===== config.mk =====
export PLATFORM = sky130hd
export DESIGN_NAME = servo_multi_driver
export DESIGN_NICKNAME = d
export VERILOG_FILES = /design/src/rtl/servo_pkg.sv /design/src/rtl/servo_multi_driver_channel.sv /design/src/rtl/servo_multi_driver.sv
export SDC_FILE = /design/constraint.sdc
export NUM_CORES = 1
export LEC_CHECK = 0
export CAP_MARGIN = 15
export CELL_PAD_IN_SITES_DETAIL_PLACEMENT = 0
export CELL_PAD_IN_SITES_GLOBAL_PLACEMENT = 1
export CORE_MARGIN = 2
export CORE_UTILIZATION = 45
export CTS_CLUSTER_SIZE = 12
export DETAILED_ROUTE_END_ITERATION = 8
export HOLD_SLACK_MARGIN = 0.05
export PLACE_DENSITY = 0.8
export SETUP_SLACK_MARGIN = 0.05
export SYNTH_ARGS = -nofsm -noshare
export SYNTH_HDL_FRONTEND = slang
export SYNTH_HIERARCHICAL = 1
export SYNTH_SLANG_ARGS = --single-unit

===== constraint.sdc =====
create_clock -name i_clk -period 4.78 [get_ports i_clk]
set_input_delay 0.478 -clock i_clk [delete_from_list [all_inputs] [get_ports i_clk]]
set_output_delay 0.478 -clock i_clk [all_outputs]
set_load 0.01 [all_outputs]

===== src/rtl/servo_pkg.sv =====
// Shared definitions for the multi-channel servo driver: direction command encoding.
package servo_pkg;

  localparam logic [1:0] DIR_STOP = 2'b00;
  localparam logic [1:0] DIR_CW   = 2'b01;
  localparam logic [1:0] DIR_CCW  = 2'b10;

endpackage


===== src/rtl/servo_multi_driver_channel.sv =====
// One servo channel: samples direction/enable, steps a saturating position once per frame
// and drives a glitch-free PWM output from the width latched at the frame boundary.
module servo_channel
  import servo_pkg::*;
#(
  parameter int PW_MIN   = 500,
  parameter int PW_MAX   = 2500,
  parameter int PW_RESET = 1500,
  parameter int STEP     = 10,
  parameter int PW_W     = 16
) (
  input  logic            i_clk,
  input  logic            i_rst_n,
  input  logic            i_en,
  input  logic [1:0]      i_dir,
  input  logic            i_frame_wrap,
  input  logic [PW_W-1:0] i_frame_cnt,
  output logic            o_servo,
  output logic [PW_W-1:0] o_position,
  output logic            o_limit_cw,
  output logic            o_limit_ccw
);

  localparam logic [PW_W-1:0] MIN_C  = PW_W'(PW_MIN);
  localparam logic [PW_W-1:0] MAX_C  = PW_W'(PW_MAX);
  localparam logic [PW_W-1:0] RST_C  = PW_W'(PW_RESET);
  localparam logic [PW_W:0]   STEP_X = (PW_W+1)'(STEP);
  localparam logic [PW_W:0]   MIN_X  = {1'b0, MIN_C};
  localparam logic [PW_W:0]   MAX_X  = {1'b0, MAX_C};

  logic [1:0]      r_dir_q;
  logic            r_en_q;
  logic [PW_W-1:0] r_pos;
  logic [PW_W-1:0] r_pw_lat;
  logic            r_en_lat;
  logic            r_limit_cw;
  logic            r_limit_ccw;
  logic            r_servo;
  logic [PW_W:0]   w_up;
  logic [PW_W:0]   w_dn;
  logic [PW_W-1:0] w_pos_next;

  // One extra bit keeps the sum/difference free of wrap-around before saturation.
  assign w_up = {1'b0, r_pos} + STEP_X;
  assign w_dn = {1'b0, r_pos} - STEP_X;

  always_comb begin
    w_pos_next = r_pos;
    if (r_en_q) begin
      case (r_dir_q)
        DIR_CW: begin
          if (w_up > MAX_X) w_pos_next = MAX_C;
          else              w_pos_next = w_up[PW_W-1:0];
        end
        DIR_CCW: begin
          if (w_dn[PW_W] || (w_dn < MIN_X)) w_pos_next = MIN_C;
          else                              w_pos_next = w_dn[PW_W-1:0];
        end
        default: w_pos_next = r_pos;
      endcase
    end else begin
      w_pos_next = r_pos;
    end
  end

  always_ff @(posedge i_clk or negedge i_rst_n) begin
    if (!i_rst_n) begin
      r_dir_q <= DIR_STOP;
      r_en_q  <= 1'b0;
    end else begin
      r_dir_q <= i_dir;
      r_en_q  <= i_en;
    end
  end

  // Position, frame width and limit flags change only on the frame boundary.
  always_ff @(posedge i_clk or negedge i_rst_n) begin
    if (!i_rst_n) begin
      r_pos       <= RST_C;
      r_pw_lat    <= RST_C;
      r_en_lat    <= 1'b0;
      r_limit_cw  <= (RST_C == MAX_C);
      r_limit_ccw <= (RST_C == MIN_C);
    end else if (i_frame_wrap) begin
      r_pos       <= w_pos_next;
      r_pw_lat    <= w_pos_next;
      r_en_lat    <= r_en_q;
      r_limit_cw  <= (w_pos_next == MAX_C);
      r_limit_ccw <= (w_pos_next == MIN_C);
    end else begin
      r_pos       <= r_pos;
      r_pw_lat    <= r_pw_lat;
      r_en_lat    <= r_en_lat;
      r_limit_cw  <= r_limit_cw;
      r_limit_ccw <= r_limit_ccw;
    end
  end

  always_ff @(posedge i_clk or negedge i_rst_n) begin
    if (!i_rst_n) r_servo <= 1'b0;
    else          r_servo <= r_en_lat && (i_frame_cnt < r_pw_lat);
  end

  assign o_servo     = r_servo;
  assign o_position  = r_pos;
  assign o_limit_cw  = r_limit_cw;
  assign o_limit_ccw = r_limit_ccw;

endmodule


===== src/rtl/servo_multi_driver.sv =====
// NCH-channel PWM servo driver: shared 1 us prescaler and frame counter feeding
// independent saturating position channels.
module servo_multi_driver
  import servo_pkg::*;
#(
  parameter int NCH       = 2,
  parameter int DIV       = 100,
  parameter int PERIOD_US = 20000,
  parameter int PW_MIN    = 500,
  parameter int PW_MAX    = 2500,
  parameter int PW_RESET  = 1500,
  parameter int STEP      = 10,
  parameter int PW_W      = 16
) (
  input  logic                 i_clk,
  input  logic                 i_rst_n,
  input  logic [NCH-1:0]       i_en,
  input  logic [2*NCH-1:0]     i_dir,
  output logic [NCH-1:0]       o_servo,
  output logic [NCH*PW_W-1:0]  o_position,
  output logic [NCH-1:0]       o_limit_cw,
  output logic [NCH-1:0]       o_limit_ccw,
  output logic                 o_frame_stb
);

  localparam int                PRESC_W    = (DIV > 1) ? $clog2(DIV) : 1;
  localparam logic [PRESC_W-1:0] PRESC_LAST = PRESC_W'(DIV - 1);
  localparam logic [PW_W-1:0]    FRAME_LAST = PW_W'(PERIOD_US - 1);

  logic [PRESC_W-1:0] r_presc;
  logic [PW_W-1:0]    r_frame_cnt;
  logic               r_frame_stb;
  logic               w_tick;
  logic               w_wrap;

  assign w_tick = (r_presc == PRESC_LAST);
  assign w_wrap = w_tick && (r_frame_cnt == FRAME_LAST);

  // Shared timebase: 1 us tick, frame counter and its one-cycle wrap strobe.
  always_ff @(posedge i_clk or negedge i_rst_n) begin
    if (!i_rst_n) begin
      r_presc     <= '0;
      r_frame_cnt <= '0;
      r_frame_stb <= 1'b0;
    end else begin
      if (w_tick) r_presc <= '0;
      else        r_presc <= r_presc + PRESC_W'(1'b1);
      if (w_wrap)      r_frame_cnt <= '0;
      else if (w_tick) r_frame_cnt <= r_frame_cnt + PW_W'(1'b1);
      else             r_frame_cnt <= r_frame_cnt;
      r_frame_stb <= w_wrap;
    end
  end

  assign o_frame_stb = r_frame_stb;

  for (genvar g = 0; g < NCH; g++) begin : g_ch
    servo_channel #(
      .PW_MIN   (PW_MIN),
      .PW_MAX   (PW_MAX),
      .PW_RESET (PW_RESET),
      .STEP     (STEP),
      .PW_W     (PW_W)
    ) u_ch (
      .i_clk        (i_clk),
      .i_rst_n      (i_rst_n),
      .i_en         (i_en[g]),
      .i_dir        (i_dir[2*g +: 2]),
      .i_frame_wrap (w_wrap),
      .i_frame_cnt  (r_frame_cnt),
      .o_servo      (o_servo[g]),
      .o_position   (o_position[g*PW_W +: PW_W]),
      .o_limit_cw   (o_limit_cw[g]),
      .o_limit_ccw  (o_limit_ccw[g])
    );
  end

endmodule


==> impl_results.md, run 1 <==
* Crit. End Element: register
* Post-synth EDFFs at 0
* Sink Count at 70
* Residual DRC at 0
* FF+latch count, synth at 70
* Critical setup path kind: reg -> reg
* Fin crit share at between 90% and 100%
* Avg WL per Cell at roughly 22 um
* RSZ-0062 raised after global routing: false
* Worst hold slack at 0.255 ns
* CTS tree: done
* Routed vias/inst at approximately 6.6
* Clk_lat worst skew at between 0.3 and 0.4 ns
* Simple-Gate Fraction of Synth Area at between 20% and 30%
* Req. time, crit path at between 5 and 6 ns
* Ant diodes at 0
* Worst slew pin tran at between 0.9 and 1 ns
* # hold bufs at CTS at 0
* Skew final at between 0.007 and 0.008 ns
* Setup_tns at 0 ns
* Final-stage net count at ~860
* Crit-path slowest cell: dfstp_2
* CORE AREA at about 0.014 mm^2
* Synth area leader: dfrtp_1
* Hold Vio Cnt, Final at 0
* Post-synthesis xor/xnor area fraction at 3.58%
* Critical path startpoint category: register
* Post-Synthesis Net Count at 833
* Post-synthesis async set-or-reset flop share at 100%
* # IOs at 47
* Die width at approximately 120 um
* Mux cell area share after synthesis at about 1.6%
* Congestion Overflow GR at 0
* First-pass GRT wire length at 34500 um
* Top cell type's share of synthesized area at 22.0%
* Die Y at ~120 um
* Gr usage total at between 20 and 30%
* # resized after CTS at 0
* CTS buffer count at 9
* Commonest cells in the synthesized netlist: nand2_1, nor2_1, dfrtp_1
* Top post-synthesis cells by area: dfrtp_1, ha_1, dfstp_2, nand2_1, nor2_1
* CTS root buffer: clkbuf_16
* Routed wire length at 21700 um
* Netlist Area Pre-Place at between 0.006 and 0.007 mm^2
* Seq/Total Area, Yosys at between 20% and 30%
* Status: finished, final reports clean
* Slowest stage delay, CP at roughly 0.65 ns
* Area growth from synthesis to layout at 14.3%
* Pins over their slew limit at 0
* Maxcap violations at 0
* Site row count at 43
* Leakage at slightly below 3 nW
* Initial antenna violation count at 0
* Met3 wire len at approximately 1300 um
* Rel. slew slack at between 30% and 40%
* H-tree depth at 3
* Port bufs at 46
* Synth Area in Adders at roughly 7.9%
* Compound-Gate Fraction of Synth Area at about a quarter
* DR top layer: met4
* PwrDens at a little over 200 mW/mm^2
* Share of layout cells above drive strength 1 at 9.23%
* CTS Buffer Depth at 2
* Met1 wire length at approximately 8900 um
* Placer Congestion at about 1.1
* Setup violators final at 0
* HPWL after DPL at roughly 16000 um
* Metal2 WL at 10200 um
* Fmax at 228 MHz
* Crit path max fanout at 11
* Number of global-route vias before repair at 6243
* Iter 0 DRT Violations at about 920
* Post-synthesis cell type count at 92
* Mapped Cells at roughly 800
* DR pass1 iterations at 5
* Peak VDD IR at around 0.00016 V
* Die footprint at around 0.015 mm^2
* Synth Flop Type: dfrtp_1
* Largest family of logic cells by synthesized area: simple AND/OR/NAND/NOR gates
* Largest net degree at the start of global routing at 71
* Vias at 6572
* Hold crit path type: in -> async
* ANT nets after route at 0
* Fin crit period at between 4 and 5 ns
* Reg clk slew, reported paths at roughly 0.060 ns
* Critical Path, Cell by Cell: inv_1 > ha_1 > or4b_1 > or3_4 > a2111oi_4 > o21ai_2 > a211oi_4 > o31ai_2 > nor4b_2 > nand4_1 > or4_4 > o32ai_2
* Initial core utilization at 46.0%
* Yosys warnings at 6
* Setup Fix Bufs, Post-CTS at 0
* Count leader, synth: nand2_1
* Syn Area/Cell at between 8 and 9 um^2
* Arrival time at the worst endpoint at between 4 and 5 ns
==> routing by layer <==
metal  global-route usage, %  up-vias
met1                    37.7     3120
met2                    48.1      368
met5                       0        -
li1                        -     2996
met3                    3.53       88
met4                    17.8        0
==> worst max-delay path: cells and delay by family, from the launching register on <==
kind | cells | cell delay [ns]
AOI/OAI and AO/OA | 5 | 1.27
adders and majority gates | 1 | 0.30
buffers and inverters | 1 | 0.13
DFF | 1 | 0.65
and+or+nand+nor | 5 | 1.93
==> placed cells by master, fill, tap and decap left out, types with 6 or more instances in the layout <==
| cell | instances |
|---|---|
| o211ai_1 | 6 |
| ha_1 | 40 |
| nor2_1 | 67 |
| clkdlybuf4s50_1 | 45 |
| o41ai_1 | 6 |
| o21ai_1 | 15 |
| dfstp_2 | 14 |
| o22ai_1 | 14 |
| buf_4 | 12 |
| o21ai_0 | 39 |
| nand3_1 | 31 |
| a21oi_1 | 37 |
| a21o_1 | 19 |
| mux2i_1 | 7 |
| and3_1 | 7 |
| xnor2_1 | 22 |
| nor2b_1 | 7 |
| clkbuf_16 | 9 |
| dfrtp_1 | 56 |
| a31oi_1 | 12 |
| or3_1 | 7 |
| or4_1 | 6 |
| nor3_1 | 21 |
| inv_1 | 45 |
| nand2b_1 | 16 |
| nand4_1 | 24 |
| nor4_1 | 13 |
| nand2_1 | 73 |
| a211oi_1 | 9 |
| and2_1 | 6 |
==> power breakdown <==
part	internal, mW	total [mW]	switching (mW)
registers	0.596	0.597	0.00156
clock network	0.527	0.802	0.275
logic	0.0240	0.0797	0.0557
total	1.15	1.48	0.332
==> registers in the layout, indices dropped and copies added (netlist names) <==
register and count:
g_ch.u_ch/o_limit_ccw 2, g_ch.u_ch/o_limit_cw 2, r_presc 7, o_frame_stb 1
g_ch.u_ch/r_dir_q 4, g_ch.u_ch/r_en_lat 2, r_frame_cnt 16, g_ch.u_ch/r_pw_lat 32
g_ch.u_ch/r_en_q 2, g_ch.u_ch/o_servo 2
==> metrics by stage <==
stage,cells,power (mW),area [um^2],setup WS (ns),util (%)
floorplan,785,0.652,6360,0.714,-
global placement,977,0.686,6910,0.508,50.0
detailed placement,977,0.686,6910,0.465,50.0
CTS,993,1.50,7270,0.445,52.6
global route,993,1.53,7270,0.194,52.6
finish,993,1.48,7270,0.398,52.6
==> logic make-up (layout without fill, tap and decap cells) <==
family	count (synthesis)	after routing
AND/OR/NAND/NOR	317	317
AO/OA/AOI/OAI	231	231
buffers and inverters	91	119
flip-flops	70	70
adder cells (fa/ha/maj)	40	40
XOR/XNOR	26	26
multiplexers	10	10
==> cell type report <==
cell class / count / area [um^2]
clock inverter: 6 / 116
tap: 180 / 225
timing repair buffer: 57 / 541
clock buffer: 10 / 239
inverter: 46 / 173
multi-input combinational: 624 / 4200
fill: 1321 / 6560
sequential: 70 / 1770
==> final timing paths <==
check                                          from                         to  slack [ns]  depth (start not counted)
max                        g_ch[1].u_ch/r_pw_lat[2]    g_ch[1].u_ch/o_limit_cw        0.40                         12
min                                         i_rst_n  g_ch[0].u_ch/r_pw_lat[14]        0.26                          1
max reg2reg                g_ch[1].u_ch/r_pw_lat[2]    g_ch[1].u_ch/o_limit_cw        0.40                         12
min reg2reg                              r_presc[0]                 r_presc[0]        0.49                          1
max in group asynchronous                   i_rst_n            r_frame_cnt[11]        3.88                          1
min in group i_clk                       r_presc[0]                 r_presc[0]        0.49                          1
No activity file was read; power rests on OpenSTA's default activity.
==> run 2: changes to the inputs <==
Settings changed: ABC_AREA set to 1, CORE_UTILIZATION 45 to 43, PLACE_DENSITY 0.8 to 0.81.
==> run 2 against run 1 <==
Against the previous run: non-clock buffer count is 7 lower; die area increased by 6.7%; combinational power is 9.3% higher; sequential power is essentially flat; core utilization shrank 2.3 points; flip-flop and latch count unchanged; cell count increased by 26%.
==> impl_results.md, run 2 <==
* Reg clk slew, reported paths at 0.06 ns (about the same)
* Most frequent cells in the layout: nand2_1, nor2_1, nand3_1 (was nand2_1, nor2_1, dfrtp_1)
* # hold bufs at CTS at 0 (unchanged)
* Pins over their slew limit at 0 (unchanged)
* # IOs at 47 (unchanged)
* Final total power at 1.45 mW (was 1.48 mW)
* Commonest cells in the synthesized netlist: nand2_1, nor2_1, nand3_1 (was nand2_1, nor2_1, dfrtp_1)
* DR pass1 iterations at 5 (unchanged)
* Fin crit period at 3.04 ns (was 4.38 ns)
* Setup violators final at 0 (unchanged)
* Gr usage total at 24.8% (was 29.7%)
* Leakage at 3.59 nW (was 2.92 nW)
* Ant diodes at 0 (unchanged)
* Post-Synthesis Net Count at 1077 (was 833)
* Clk_lat worst skew at 0.35 ns (about the same)
* Iter 0 DRT Violations at 548 (was 921)
* Number of global-route vias before repair at 6021 (was 6243)
* Worst hold slack at 0.241 ns (was 0.255 ns)
* Most common cell after layout, fill and taps aside: nand2_1 (unchanged)
* Routed wire length at 19500 um (was 21700 um)
* Critical setup path kind: reg -> reg (unchanged)
* Hold Vio Cnt, Final at 0 (unchanged)
* Netlist Area Pre-Place at 0.00649 mm^2 (was 0.00636 mm^2)
* ANT nets after route at 0 (unchanged)
* HPWL after DPL at 14900 um (was 16200 um)
* Peak VDD IR at 0.000158 V (was 0.000159 V)
* Slowest stage delay, CP at 0.46 ns (was 0.65 ns)
* Vias at 6608 (was 6572)
* H-tree depth at 3 (unchanged)
* Area growth from synthesis to layout at 13.3% (was 14.3%)
* FF+latch count, synth at 70 (unchanged)
* Crit-path slowest cell: dfrtp_1 (was dfstp_2)
* Placer Congestion at 0.919 (was 1.06)
* Post-synthesis cell type count at 44 (was 92)
* CTS tree: done (unchanged)
* Seq/Total Area, Yosys at 27.2% (was 27.8%)
* # resized after CTS at 0 (unchanged)
* Arrival time at the worst endpoint at 3.32 ns (was 4.64 ns)
* Crit path max fanout at 8 (was 11)
* Status: finished, final reports clean (unchanged)
* Port bufs at 46 (unchanged)
* Mapped Cells at 1029 (was 785)
* Setup Fix Bufs, Post-CTS at 0 (unchanged)
* Top cell type's share of synthesized area at 21.6% (was 22.0%)
* Initial core utilization at 44.3% (was 46.0%)
* Post-synthesis async set-or-reset flop share at 100% (unchanged)
* Die width at 127 um (was 123 um)
* Rel. slew slack at 37.9% (was 37.1%)
* Fmax at 329 MHz (was 228 MHz)
* Initial antenna violation count at 0 (unchanged)
* Fin crit share at 63.5% (was 91.7%)
* Final-stage net count at 1108 (was 856)
* Synth Flop Type: dfrtp_1 (unchanged)
* Top flop regs: g_ch.u_ch/r_pw_lat: 32 flops, r_frame_cnt: 16 flops, r_presc: 7 flops (unchanged)
* Skew final at 0.00666 ns (was 0.00755 ns)
* Largest net degree at the start of global routing at 71 (unchanged)
* Maxcap violations at 0 (unchanged)
* Count leader, synth: nand2_1 (unchanged)
* Critical Path, Cell by Cell: inv_1 > ha_1 > inv_1 > nand2_1 > nand2_1 > nor2_2 > nor2_1 > nor2_1 > nand3_1 > nor2_1 > nand3_2 > nand2_4 > o21ai_0 > o21ai_0 > nand4_1 > nor2_2 > nand3_1 > nand2_1 (was inv_1 > ha_1 > or4b_1 > or3_4 > a2111oi_4 > o21ai_2 > a211oi_4 > o31ai_2 > nor4b_2 > nand4_1 > or4_4 > o32ai_2)
* Site row count at 44 (was 43)
* Max reg flops at 32 (unchanged)
* CTS Buffer Depth at 2 (unchanged)
* First-pass GRT wire length at 31500 um (was 34500 um)
* Worst slew pin tran at 0.932 ns (was 0.943 ns)
* Die Y at 127 um (was 123 um)
* Syn Area/Cell at 6.31 um^2 (was 8.10 um^2)
* Hold crit path type: in -> async (unchanged)
* Yosys warnings at 6 (unchanged)
* RSZ-0062 raised after global routing: false (unchanged)
* Placed Cells at 1233 (was 977)
* Setup_tns at 0 ns (unchanged)
* Congestion Overflow GR at 0 (unchanged)
* Top post-synthesis cells by area: dfrtp_1, nand2_1, nand3_1, nor2_1, ha_1 (was dfrtp_1, ha_1, dfstp_2, nand2_1, nor2_1)
* CORE AREA at 0.0146 mm^2 (was 0.0138 mm^2)
* Worst setup margin at 1.74 ns (was 0.398 ns)
* Routed vias/inst at 5.29 (was 6.62)
* Share of layout cells above drive strength 1 at 8.26% (was 9.23%)
* Avg WL per Cell at 15.6 um (was 21.8 um)
* Critical path startpoint category: register (unchanged)
* Crit. End Element: register (unchanged)
* Die footprint at 0.0161 mm^2 (was 0.0151 mm^2)
* Residual DRC at 0 (unchanged)
* Req. time, crit path at 5.07 ns (was 5.04 ns)
* Final non-filler cell total at 1249 (was 993)
* Setup WS pre-CTS at 1.88 ns (was 0.465 ns)
* Sink Count at 70 (unchanged)
* Synth area leader: dfrtp_1 (unchanged)
* CTS buffer count at 9 (unchanged)
* CTS root buffer: clkbuf_16 (unchanged)
* Reg with most FFs: g_ch.u_ch/r_pw_lat (unchanged)
* Post-synth EDFFs at 0 (unchanged)
* PwrDens at 197 mW/mm^2 (was 204 mW/mm^2)
run 2: logic make-up after synthesis:
kind of cell / Yosys count / share of synthesized area (%)
XOR/XNOR: 13 / 1.75
flip-flops: 70 / 27.2
buffers and inverters: 142 / 9.37
adder cells (fa/ha/maj): 40 / 7.71
AO/OA/AOI/OAI: 112 / 9.17
AND/OR/NAND/NOR: 652 / 44.7
run 2: path summary, 6_finish.rpt:
path                                                   to  cells past startpoint  slack [ns]                     start
worst max register to register   g_ch[1].u_ch/o_limit_ccw                     18        1.74  g_ch[1].u_ch/r_pw_lat[1]
worst min register to register      g_ch[1].u_ch/r_en_lat                      2        0.48       g_ch[1].u_ch/r_en_q
worst min-delay path            g_ch[0].u_ch/r_pw_lat[11]                      1        0.24                   i_rst_n
min in group i_clk                  g_ch[1].u_ch/r_en_lat                      2        0.48       g_ch[1].u_ch/r_en_q
max in group asynchronous       g_ch[1].u_ch/r_pw_lat[11]                      1        3.91                   i_rst_n
worst max-delay path             g_ch[1].u_ch/o_limit_ccw                     18        1.74  g_ch[1].u_ch/r_pw_lat[1]
run 2: cell type report:
class	instances	area, um^2
clock buffers	9	225
clock inverters	7	105
fillers	1532	7290
inverters	112	423
multi-input cells	817	4120
flip-flops and latches	70	1770
well taps	184	230
repair buffers	50	488
run 2: through the flow:
step,util (%),cell area (um^2)
after floorplan,-,6490
after global placement,48.0,7030
after detailed placement,48.0,7030
after CTS,50.2,7360
after global routing,50.2,7360
final,50.2,7360
run 2: per-layer routing:
layer,GRT usage [%],routed length [um]
met1,37.7,9890
met2,34.9,7990
met3,4.72,1250
met4,8.60,374
met5,0,0
run 2: worst max-delay path: cells and delay by family, from the launching register on:
| family | cells | cell delay (ns) |
|---|---|---|
| buffers and inverters | 2 | 0.21 |
| and+or+nand+nor | 13 | 1.91 |
| DFF | 1 | 0.46 |
| AOI/OAI and AO/OA | 2 | 0.20 |
| adders and majority gates | 1 | 0.19 |
run 2: power breakdown:
group | switching (mW) | internal, mW | leakage (nW)
sequential | 0.00138 | 0.596 | 0.899
clock | 0.299 | 0.464 | 0.158
combinational | 0.0619 | 0.0253 | 2.53
total | 0.362 | 1.09 | 3.59
==> variant 1, RTL diff (flow settings as in run 1) <==
Make the reset (`i_rst_n`) synchronous in 4 clocked blocks.
--- a/src/rtl/servo_multi_driver_channel.sv
+++ b/src/rtl/servo_multi_driver_channel.sv
@@ -65,3 +65,3 @@
 
-  always_ff @(posedge i_clk or negedge i_rst_n) begin
+  always_ff @(posedge i_clk) begin
     if (!i_rst_n) begin
@@ -76,3 +76,3 @@
   // Position, frame width and limit flags change only on the frame boundary.
-  always_ff @(posedge i_clk or negedge i_rst_n) begin
+  always_ff @(posedge i_clk) begin
     if (!i_rst_n) begin
@@ -98,3 +98,3 @@
 
-  always_ff @(posedge i_clk or negedge i_rst_n) begin
+  always_ff @(posedge i_clk) begin
     if (!i_rst_n) r_servo <= 1'b0;
--- a/src/rtl/servo_multi_driver.sv
+++ b/src/rtl/servo_multi_driver.sv
@@ -39,3 +39,3 @@
   // Shared timebase: 1 us tick, frame counter and its one-cycle wrap strobe.
-  always_ff @(posedge i_clk or negedge i_rst_n) begin
+  always_ff @(posedge i_clk) begin
     if (!i_rst_n) begin
Check against the original RTL: no difference found for any inputs over 10 cycles, from zero or initial values and one cycle with i_rst_n low; that may be too few to reach the edited logic, so the function may still have changed.
==> variant 1 against run 1 <==
- final area shrank 2.1%
- die area barely moved
- first-iteration DRC count shrank 20%
- synthesized cell count rose by 4.6%
- power is 10% lower
- count of clock-buffer cells in the layout is 1 lower
- wire length increased by 2.6%
- synthesized area about the same
- sequential share of layout area shrank 4.6 points
- sequential power fell by 1%
- sequential cell count unchanged
- final cell count up 2.5%
- worst setup slack improved by 0.25 ns
- fmax rose by 6.1%
==> variant 1: results (changes against run 1) <==
run_status:
  outcome: "completed"
drt:
  drtIter0Drc: 736  # -20%
  vias: 6672  # +1.5%
  wl_per_cell_um: 21.86  # about the same
cells_and_area:
  top_regs: "g_ch.u_ch/r_pw_lat x32, r_frame_cnt x16, r_presc x7"
  drive_above_1_share: 0.08831  # -0.003945
  finalNetCount: 881  # +2.9%
  layout.cells.non_filler: 1018  # +2.5%
placement:
  gp_congestion: 0.9464  # -10%
  hpwl_mm: 16.42  # +1.4%
  dp_worst_setup_slack_ns: 0.7749  # +0.3104 ns
global_routing:
  grt_max_degree: 30  # -58%
  grt_pass1_vias: 6221  # -0.35%
  gr-usage-all-layers: 0.2993  # +0.002588
  grt_pass1_wl_mm: 34.57  # +0.20%
synthesis:
  ys_async_sr_fraction: 0  # -1.000
  synth_nets: 869  # +4.3%
  synthCells: 821  # +4.6%
  synth_area_leaders: "dfxtp_1 22%, ha_1 7.9%, nor2_1 4.2%"
  synth_cell_types: 90  # -2.2%
  yosysSeqAreaShare: 0.2203  # -0.05805
  yosysWarningCount: 6  # unchanged
  synth.cells.most_frequent: "71 x nor2_1, 70 x dfxtp_1, 67 x nand2_1"
critical_path:
  r2r-start: "g_ch[1].u_ch/r_pw_lat[1]"
  critical_path_arrival_ns: 4.43  # -0.21 ns
  cp_max_fo: 13  # +2
clock_network:
  cts_resized: 0  # unchanged
  cts_setup_buffers: 0  # unchanged
power_and_ir_drop:
  peakVddDrop_uv: 151.7  # -4.6%
  p_sw_frac: 0.2683  # +0.04392
  power.leakage_nw: 2.521  # -14%
sta:
  fin_skew_ns: 0.007876  # +0.0003261 ns
  max_slew_margin: 0.4162  # +0.04520
hold_path:
  hp-class: "flip-flop to flip-flop"
## variant 1: power by group through the flow
stage	Sequential, W	Clock [W]	Combinational [W]
3_3_place_gp	0.000604	0	0.0000674
5_1_grt	0.000591	0.000712	0.0000758
3_5_place_dp	0.000604	0	0.0000677
2_1_floorplan	0.000603	0	0.0000447
6_report	0.000591	0.000671	0.0000691
4_1_cts	0.000591	0.000688	0.0000681
## variant 1: layout make-up
class	count	area, um^2
multi-input cells	655	4518
clock inverters	7	61.31
well taps	180	225.2
fillers	1371	6715
inverters	42	157.7
flip-flops and latches	70	1401
clock buffers	9	225.2
repair buffers	55	523.0
## variant 1: through the flow
| step | util | instance area, um^2 | hold WS (ns) |
|---|---|---|---|
| 2_1_floorplan | - | 6361 | 0.4132 |
| 3_3_place_gp | 0.4936 | 6825 | 0.4260 |
| 3_5_place_dp | 0.4936 | 6825 | 0.4320 |
| 4_1_cts | 0.5143 | 7112 | 0.4463 |
| 5_1_grt | 0.5143 | 7112 | 0.4663 |
| 6_report | 0.5143 | 7112 | 0.4409 |
## variant 1: cells by family (layout without fill, tap and decap cells)
| group | after synthesis | after routing | synth area share |
|---|---|---|---|
| muxes | 16 | 16 | 0.02557 |
| DFF | 70 | 70 | 0.2203 |
| xor gates and xnor gates | 34 | 34 | 0.04681 |
| adders and majority gates | 40 | 40 | 0.07868 |
| buffers and inverters | 96 | 113 | 0.06963 |
| AOI/OAI and AO/OA | 201 | 201 | 0.2394 |
| and+or+nand+nor | 364 | 364 | 0.3196 |
## variant 1: routing by layer
metal  track usage  wire (um)  up-vias
li1              -          -     3097
met1        0.3602       9086     3189
met2        0.5104      10800      316
met3       0.05212       1373       70
met4        0.1530        992        0
met5             0          0        -
## variant 1: critical path, cell delays in order (launching register included)
cell and delay [ns]:
dfxtp_1 0.60, inv_1 0.19, ha_1 0.38, nand2b_1 0.34, o2111ai_1 0.25, a32oi_1 0.16
a2111oi_4 0.82, nor2_2 0.17, a2111oi_1 0.50, nand4_1 0.23, nor4_2 0.23, a32o_1 0.20
## variant 1: worst paths after layout
kind	slack (ns)	to	cells past startpoint
max	0.65	g_ch[1].u_ch/o_limit_cw	11
max reg2reg	0.65	g_ch[1].u_ch/o_limit_cw	11
min	0.44	r_presc[0]	1
min reg2reg	0.44	r_presc[0]	1
==> variant 2, RTL diff (config.mk and constraints of run 1) <==
Without the edit above. The parameter `NCH` goes from 2 to 4.
--- a/src/rtl/servo_multi_driver.sv
+++ b/src/rtl/servo_multi_driver.sv
@@ -5,3 +5,3 @@
 #(
-  parameter int NCH       = 2,
+  parameter int NCH       = 4,
   parameter int DIV       = 100,
Interface: changed (6 resized); port bits go from 47 to 91. No check against the original RTL was run, so the function may have changed too.
==> variant 2 against run 1 <==
- global-route usage is 0.85 points lower
- fmax is 1.6% lower
- power is 76% higher
- critical path type unchanged
- count of clock-buffer cells in the layout is 14 higher
- final cell count is 84% higher
- synthesized area is 80% higher
- worst setup slack worse by 0.071 ns
- final area is 81% higher
- sequential cell count is 46 higher
- wire length is 78% higher
==> variant 2: results (changes against run 1) <==
synthesis:
  synth-compound-area-share: 0.2776  # +0.01933
  synth_mux_area_frac: 0.01376  # -0.002579
  synth_area_leaders: "dfrtp_1 19%, ha_1 8.5%, dfstp_2 6.4%"
  synth-xor-area-share: 0.03440  # -0.001427
  synthCells: 1441  # +84%
  yosysSeqAreaShare: 0.2564  # -0.02193
  synthAdderAreaFrac: 0.08518  # +0.006441
  synth_nets: 1533  # +84%
global_routing:
  grt_pass1_wl_mm: 61.05  # +77%
  grt_pass1_vias: 10815  # +73%
  gr-usage-all-layers: 0.2882  # -0.008503
  use_met3: 0.04241  # +0.007091
  grt_max_degree: 86  # +21%
  gr-usage-met2: 0.4442  # -0.03716
  grtUsageMet1: 0.4052  # +0.02787
clock_network:
  htreeDepth: 4  # +1
power_and_ir_drop:
  peakVddDrop_uv: 184.4  # +16%
  intPower_w: 0.002016  # +76%
  p_comb_frac: 0.058  # +0.004
  p_seq_w: 0.000992  # +66%
cells_and_area:
  drive_above_1_share: 0.1035  # +0.01122
  top_regs: "g_ch.u_ch/r_pw_lat x64, r_frame_cnt x16, g_ch.u_ch/r_dir_q x8"
sta:
  tightest_slew_ns: 0.8284  # -0.1151 ns
  fin_skew_ns: 0.009722  # +0.002172 ns
drt:
  wl_met3_mm: 2.791  # +120%
  wl_met2_mm: 17.36  # +70%
  vias: 11794  # +79%
  wl_per_cell_um: 21.13  # -3.3%
  drtIter0Drc: 1271  # +38%
placement:
  hpwl_mm: 27.86  # +72%
  port_buffers: 90  # +96%
  gp_congestion: 0.9523  # -9.8%
critical_path:
  slowest_delay_ns: 0.67  # +0.02 ns
  critical_path_arrival_ns: 4.78  # +0.14 ns
run_status:
  outcome: "completed"
==> variant 2: path summary, 6_finish.rpt <==
path | to | start | cells past startpoint | slack (ns)
max | g_ch[2].u_ch/o_limit_cw | g_ch[2].u_ch/r_pw_lat[2] | 12 | 0.33
min | g_ch[3].u_ch/r_pw_lat[5] | i_rst_n | 1 | 0.13
max reg2reg | g_ch[2].u_ch/o_limit_cw | g_ch[2].u_ch/r_pw_lat[2] | 12 | 0.33
min reg2reg | r_presc[0] | r_presc[0] | 1 | 0.50
max in group asynchronous | g_ch[2].u_ch/r_pw_lat[2] | i_rst_n | 2 | 3.63
min in group i_clk | g_ch[0].u_ch/r_dir_q[0] | i_dir[0] | 1 | 0.49
==> variant 2: area by class of cell <==
cell class | instances | area, um^2
Sequential cell | 116 | 2938
Tap cell | 330 | 412.9
Fill cell | 2443 | 11920
Timing Repair Buffer | 112 | 1067
Inverter | 91 | 341.6
Clock buffer | 24 | 491.7
Clock inverter | 8 | 170.2
Multi-Input combinational cell | 1147 | 7766
